**src/rtl/mem_responder_if.sv**
```systemverilog
// Request/response bundle between the datapath request unit, mem_responder and the RAM.
// slave is the responder's view; master is the combined requester + RAM side.
interface mem_responder_if #(
    parameter int WORD_W = 32,
    parameter int ADDR_W = 32
);
    logic              iREN;
    logic [ADDR_W-1:0] iaddr;
    logic              dREN;
    logic              dWEN;
    logic [ADDR_W-1:0] daddr;
    logic [WORD_W-1:0] dstore;
    logic              ihit;
    logic              dhit;
    logic [WORD_W-1:0] iload;
    logic [WORD_W-1:0] dload;
    logic              ram_ren;
    logic              ram_wen;
    logic [ADDR_W-1:0] ram_addr;
    logic [WORD_W-1:0] ram_wdata;
    logic [WORD_W-1:0] ram_rdata;

    modport slave (
        input  iREN, iaddr, dREN, dWEN, daddr, dstore, ram_rdata,
        output ihit, dhit, iload, dload, ram_ren, ram_wen, ram_addr, ram_wdata
    );

    modport master (
        output iREN, iaddr, dREN, dWEN, daddr, dstore, ram_rdata,
        input  ihit, dhit, iload, dload, ram_ren, ram_wen, ram_addr, ram_wdata
    );
endinterface

```
**src/rtl/mem_responder.sv**
```systemverilog
// Serialises fetch and data requests onto a single-port RAM; hit pulses WAIT_CYCLES+2 cycles
// after a request is sampled in IDLE. Requesters hold level strobes until their hit; data wins over fetch.
module mem_responder #(
    parameter int WAIT_CYCLES = 2,
    parameter int WORD_W      = 32,
    parameter int ADDR_W      = 32
) (
    input  logic           CLK,
    input  logic           RST,
    mem_responder_if.slave bus
);
    localparam int CNT_W = (WAIT_CYCLES > 0) ? $clog2(WAIT_CYCLES + 1) : 1;
    localparam logic [CNT_W-1:0] CNT_INIT = CNT_W'(WAIT_CYCLES);
    localparam logic SEL_I = 1'b0;
    localparam logic SEL_D = 1'b1;

    typedef enum logic [1:0] {
        IDLE   = 2'd0,
        ACCESS = 2'd1,
        RESP   = 2'd2
    } state_t;

    state_t            state_q;
    logic [CNT_W-1:0]  cnt_q;
    logic              sel_q;
    logic [ADDR_W-1:0] addr_q;
    logic [WORD_W-1:0] wdata_q;
    logic [WORD_W-1:0] iload_q;
    logic [WORD_W-1:0] dload_q;
    logic              ren_q;
    logic              wen_q;
    logic              ihit_q;
    logic              dhit_q;

    // Strobes are registered on entry to ACCESS so they cover exactly WAIT_CYCLES+1 cycles;
    // wen_q doubles as the latched op, since a simultaneous dREN/dWEN is a write.
    always_ff @(posedge CLK or posedge RST) begin
        if (RST) begin
            state_q <= IDLE;
            cnt_q   <= '0;
            sel_q   <= SEL_I;
            addr_q  <= '0;
            wdata_q <= '0;
            iload_q <= '0;
            dload_q <= '0;
            ren_q   <= 1'b0;
            wen_q   <= 1'b0;
            ihit_q  <= 1'b0;
            dhit_q  <= 1'b0;
        end else begin
            ihit_q <= 1'b0;
            dhit_q <= 1'b0;
            case (state_q)
                IDLE: begin
                    if (bus.dREN || bus.dWEN) begin
                        addr_q  <= bus.daddr;
                        wdata_q <= bus.dstore;
                        sel_q   <= SEL_D;
                        ren_q   <= ~bus.dWEN;
                        wen_q   <= bus.dWEN;
                        cnt_q   <= CNT_INIT;
                        state_q <= ACCESS;
                    end else if (bus.iREN) begin
                        addr_q  <= bus.iaddr;
                        sel_q   <= SEL_I;
                        ren_q   <= 1'b1;
                        wen_q   <= 1'b0;
                        cnt_q   <= CNT_INIT;
                        state_q <= ACCESS;
                    end
                end
                ACCESS: begin
                    if (cnt_q == '0) begin
                        ren_q   <= 1'b0;
                        wen_q   <= 1'b0;
                        ihit_q  <= (sel_q == SEL_I);
                        dhit_q  <= (sel_q == SEL_D);
                        state_q <= RESP;
                        if (!wen_q) begin
                            if (sel_q == SEL_I) iload_q <= bus.ram_rdata;
                            else                dload_q <= bus.ram_rdata;
                        end
                    end else begin
                        cnt_q <= cnt_q - 1'b1;
                    end
                end
                RESP:    state_q <= IDLE;
                default: state_q <= IDLE;
            endcase
        end
    end

    assign bus.ihit      = ihit_q;
    assign bus.dhit      = dhit_q;
    assign bus.iload     = iload_q;
    assign bus.dload     = dload_q;
    assign bus.ram_ren   = ren_q;
    assign bus.ram_wen   = wen_q;
    assign bus.ram_addr  = addr_q;
    assign bus.ram_wdata = wdata_q;
endmodule

```
**src/flat_wrapper.sv**
```systemverilog
// flat-port wrapper written by rule: the top's interface ports become plain ports
module mem_responder_flat 
#(
    parameter int WAIT_CYCLES = 2,
    parameter int WORD_W      = 32,
    parameter int ADDR_W      = 32
)
  (CLK, RST, bus_iREN, bus_iaddr, bus_dREN, bus_dWEN, bus_daddr, bus_dstore, bus_ram_rdata, bus_ihit, bus_dhit, bus_iload, bus_dload, bus_ram_ren, bus_ram_wen, bus_ram_addr, bus_ram_wdata);
  mem_responder_if #(.WORD_W(WORD_W), .ADDR_W(ADDR_W)) bus_i ();
  input  logic CLK;
  input  logic RST;
  input wire logic [$bits(bus_i.iREN)-1:0] bus_iREN;
  input wire logic [$bits(bus_i.iaddr)-1:0] bus_iaddr;
  input wire logic [$bits(bus_i.dREN)-1:0] bus_dREN;
  input wire logic [$bits(bus_i.dWEN)-1:0] bus_dWEN;
  input wire logic [$bits(bus_i.daddr)-1:0] bus_daddr;
  input wire logic [$bits(bus_i.dstore)-1:0] bus_dstore;
  input wire logic [$bits(bus_i.ram_rdata)-1:0] bus_ram_rdata;
  output wire logic [$bits(bus_i.ihit)-1:0] bus_ihit;
  output wire logic [$bits(bus_i.dhit)-1:0] bus_dhit;
  output wire logic [$bits(bus_i.iload)-1:0] bus_iload;
  output wire logic [$bits(bus_i.dload)-1:0] bus_dload;
  output wire logic [$bits(bus_i.ram_ren)-1:0] bus_ram_ren;
  output wire logic [$bits(bus_i.ram_wen)-1:0] bus_ram_wen;
  output wire logic [$bits(bus_i.ram_addr)-1:0] bus_ram_addr;
  output wire logic [$bits(bus_i.ram_wdata)-1:0] bus_ram_wdata;
  assign bus_i.iREN = bus_iREN;
  assign bus_i.iaddr = bus_iaddr;
  assign bus_i.dREN = bus_dREN;
  assign bus_i.dWEN = bus_dWEN;
  assign bus_i.daddr = bus_daddr;
  assign bus_i.dstore = bus_dstore;
  assign bus_i.ram_rdata = bus_ram_rdata;
  assign bus_ihit = bus_i.ihit;
  assign bus_dhit = bus_i.dhit;
  assign bus_iload = bus_i.iload;
  assign bus_dload = bus_i.dload;
  assign bus_ram_ren = bus_i.ram_ren;
  assign bus_ram_wen = bus_i.ram_wen;
  assign bus_ram_addr = bus_i.ram_addr;
  assign bus_ram_wdata = bus_i.ram_wdata;
  mem_responder #(.WAIT_CYCLES(WAIT_CYCLES), .WORD_W(WORD_W), .ADDR_W(ADDR_W)) u_core (.CLK(CLK), .RST(RST), .bus(bus_i));
endmodule
```
**config.mk**
```make
export PLATFORM = sky130hd
export DESIGN_NAME = mem_responder_flat
export DESIGN_NICKNAME = d
export VERILOG_FILES = /design/src/rtl/mem_responder_if.sv /design/src/rtl/mem_responder.sv /design/src/flat_wrapper.sv
export SDC_FILE = /design/constraint.sdc
export NUM_CORES = 1
export LEC_CHECK = 0
export CORE_ASPECT_RATIO = 2
export CORE_MARGIN = 1.5
export CORE_UTILIZATION = 41
export DETAILED_ROUTE_END_ITERATION = 10
export PLACE_DENSITY = 0.81
export REMOVE_ABC_BUFFERS = 1
export SLEW_MARGIN = 20
export SYNTH_ARGS = -nofsm -noshare
export SYNTH_HDL_FRONTEND = slang
export SYNTH_SLANG_ARGS = --single-unit
```
**constraint.sdc**
```tcl
create_clock -name CLK -period 5.38 [get_ports CLK]
set_input_delay 0.807 -clock CLK [delete_from_list [all_inputs] [get_ports CLK]]
set_output_delay 0.807 -clock CLK [all_outputs]
set_load 0.005 [all_outputs]
```
==> metrics <==
Layout area overhead=60.2%; reg2reg setup slack=3.24 ns; leakage power total=3.75 nW; design area=about 9000 um^2; fmax=about 440 MHz; H-Tree Depth=4; Setup Fix Bufs, Post-CTS=0; CP max FO=33; CTS Buf Count=17; worst hold slack=0.488 ns; Starting Density=a little over two fifths; drt pass-1 iters=4; WHS Endpoint=u_core.bus.dload[18]$_DFFE_PP0P_; RSZ-0062 raised after global routing=false; total die area=between 10000 and 15000 um^2; initial antenna violation count=0; synth warn=0; ant diodes=0; Critical Path AT=~2.6 ns; post_cts resized=0; hold crit path type=reg -> reg; Rows=60; number of global-route vias before repair=around 4400; register area share after synthesis=about three fifths; Critical Path Source Type=primary input; Buffers on Ports=about 260; Final Hold Violating Endpoints=0; CTS tree=yes; Root Driver=clkbuf_16; worst r2r path cells=4; dpl hpwl=11400 um; most frequent cells in the layout=clkdlybuf4s50_1 (264), mux2_2 (158), dfrtp_1 (137); status=completed; critical path class=in -> reg; area of placed instances=between 8000 and 9000 um^2; Slew Viols, Final=0; Bufs on Longest Clock Path=2; Critical Path End Type=flip-flop; setup TNS=0 ns; most common cell after layout, fill and taps aside=clkdlybuf4s50_1; clk_lat worst skew=0.41 ns; relative slew slack=about two fifths; r2r endpoint=u_core.bus.dload[8]$_DFFE_PP0P_; IO Pins=265; Vias=~4000; Vias per Instance=5.03; layout cells sized above 1=about a third; Final ANT Viol Nets=0; clock skew=approximately 0.011 ns; Hold Path Stages=1; DRT iter0 DRCs=between 90 and 100; drt drc=0; reg2reg start=u_core.cnt_q[0]$_DFFE_PP0P_; Avg Cell Area, Syn=16.2 um^2; routability cong.=approximately 0.83; #FFs+latches synth=137; clk slew on worst S/H paths=0.06 ns; Pwr Density=just under 600 nW/um^2; Distinct cells, synth=29; wirelength, routed=about 15000 um; power consumption=0.00528 W; Final Cycle Share=roughly 43%; global route overflow=0; Peak VDD IR=between 0.3 and 0.4 mV; Total GRT Usage=21.6%; fin util=~67%; wire per inst=slightly below 20 um; Final setup viols=0; CTS Hold Bufs=0; Net count, final=approximately 750; CP Data Required Time=about 5.7 ns; global-route wire length before repair=23300 um; Hold Path Origin=u_core.bus.dload[18]$_DFFE_PP0P_; largest net degree at the start of global routing=73; Placeable Area=between 10000 and 15000 um^2; crit path time final=approximately 2.3 ns; Synth Instances=~350; Max Cap Viol=0; die width=between 80 and 90 um; Cell Area, Synth=roughly 5600 um^2; die height=roughly 170 um; number of clock sinks=roughly 140; Slew @ Worst Pin=a little under 0.9 ns
[report_power, final]
group / switching, W / total [W] / internal, W
Sequential: 0.000287 / 0.00185 / 0.00156
Combinational: 0.000688 / 0.00217 / 0.00148
Clock: 0.000444 / 0.00127 / 0.000825
Total: 0.00142 / 0.00528 / 0.00386
[sequential cells by signal, summed over array words and instances, names as in the netlist]
signal and count:
u_core.bus.ram_wen 1, u_core.state_q 2, u_core.bus.ram_wdata 32, u_core.cnt_q 2, u_core.bus.iload 32, u_core.bus.ram_addr 32, u_core.bus.ihit 1, u_core.sel_q 1
u_core.bus.dload 32, u_core.bus.ram_ren 1, u_core.bus.dhit 1
[critical path: stages]
cell	delay (ns)
clkdlybuf4s50_1	0.54
nor2_2	0.15
buf_4	0.39
mux2_2	0.40
mux2_2	0.27
[area by class of cell]
cell class	instances	area, um^2
Timing Repair Buffer	270	2690
Inverter	6	25.0
Multi-Input combinational cell	186	2010
Sequential cell	137	3430
Clock inverter	14	220
Fill cell	985	4450
Tap cell	155	194
Clock buffer	17	425
[cells by family (layout without fill, tap and decap cells)]
group	count (synthesis)	count (layout)	synth area share, %
AO/OA/AOI/OAI	10	10	1.58
multiplexers	161	161	32.3
flip-flops	137	137	61.1
adder cells (fa/ha/maj)	2	2	0.446
buffers and inverters	23	307	3.12
AND/OR/NAND/NOR	13	13	1.45
[metal layers]
layer / track usage, % / wire, um
met1: 20.2 / 4970
met2: 41.4 / 9050
met3: 6.08 / 860
met4: 10.4 / 524
met5: 0 / 0
[metrics by stage]
step                setup slack, ns  instances
finish                         3.08        785
global route                   3.02        785
CTS                            3.10        785
detailed placement             2.67        754
global placement               2.71        754
floorplan                     0.905        329
[cells in the mapped netlist]
cell | n | share of area (%)
a21boi_0 | 1 | 0.13
a21oi_1 | 1 | 0.089
a22o_1 | 1 | 0.16
a2bb2oi_1 | 1 | 0.16
a31o_2 | 1 | 0.16
a31oi_1 | 1 | 0.11
and2_1 | 2 | 0.22
and3_1 | 1 | 0.11
buf_2 | 3 | 0.27
buf_4 | 2 | 0.27
buf_6 | 10 | 2.0
clkbuf_2 | 2 | 0.18
dfrtp_1 | 137 | 61
ha_1 | 2 | 0.45
inv_1 | 6 | 0.40
mux2_1 | 2 | 0.40
mux2_2 | 158 | 32
mux2i_1 | 1 | 0.18
nand2_1 | 2 | 0.13
nand3b_1 | 2 | 0.27
nor2_1 | 2 | 0.13
nor2_2 | 1 | 0.11
nor3_1 | 1 | 0.089
nor3b_2 | 1 | 0.22
nor4b_1 | 1 | 0.16
o21ai_2 | 1 | 0.16
o22ai_1 | 1 | 0.11
o31ai_1 | 1 | 0.13
o31ai_4 | 1 | 0.38
[worst max-delay path by stage]
stage | startpoint | end | slack (ns) | cells after the start
final | bus_dWEN | u_core.bus.ram_addr[11]$_DFFE_PP0P_ | 3.08 | 5
after global routing | bus_dWEN | u_core.bus.ram_addr[17]$_DFFE_PP0P_ | 3.02 | 5
after CTS | bus_dWEN | u_core.bus.ram_addr[17]$_DFFE_PP0P_ | 3.10 | 5
after detailed placement | bus_dWEN | u_core.bus.ram_addr[17]$_DFFE_PP0P_ | 2.67 | 5
after global placement | bus_dWEN | u_core.bus.ram_addr[17]$_DFFE_PP0P_ | 2.71 | 5
after floorplan | RST | u_core.bus.dhit$_DFF_PP0_ | 0.91 | 1
(Power assumes the default switching activity.)
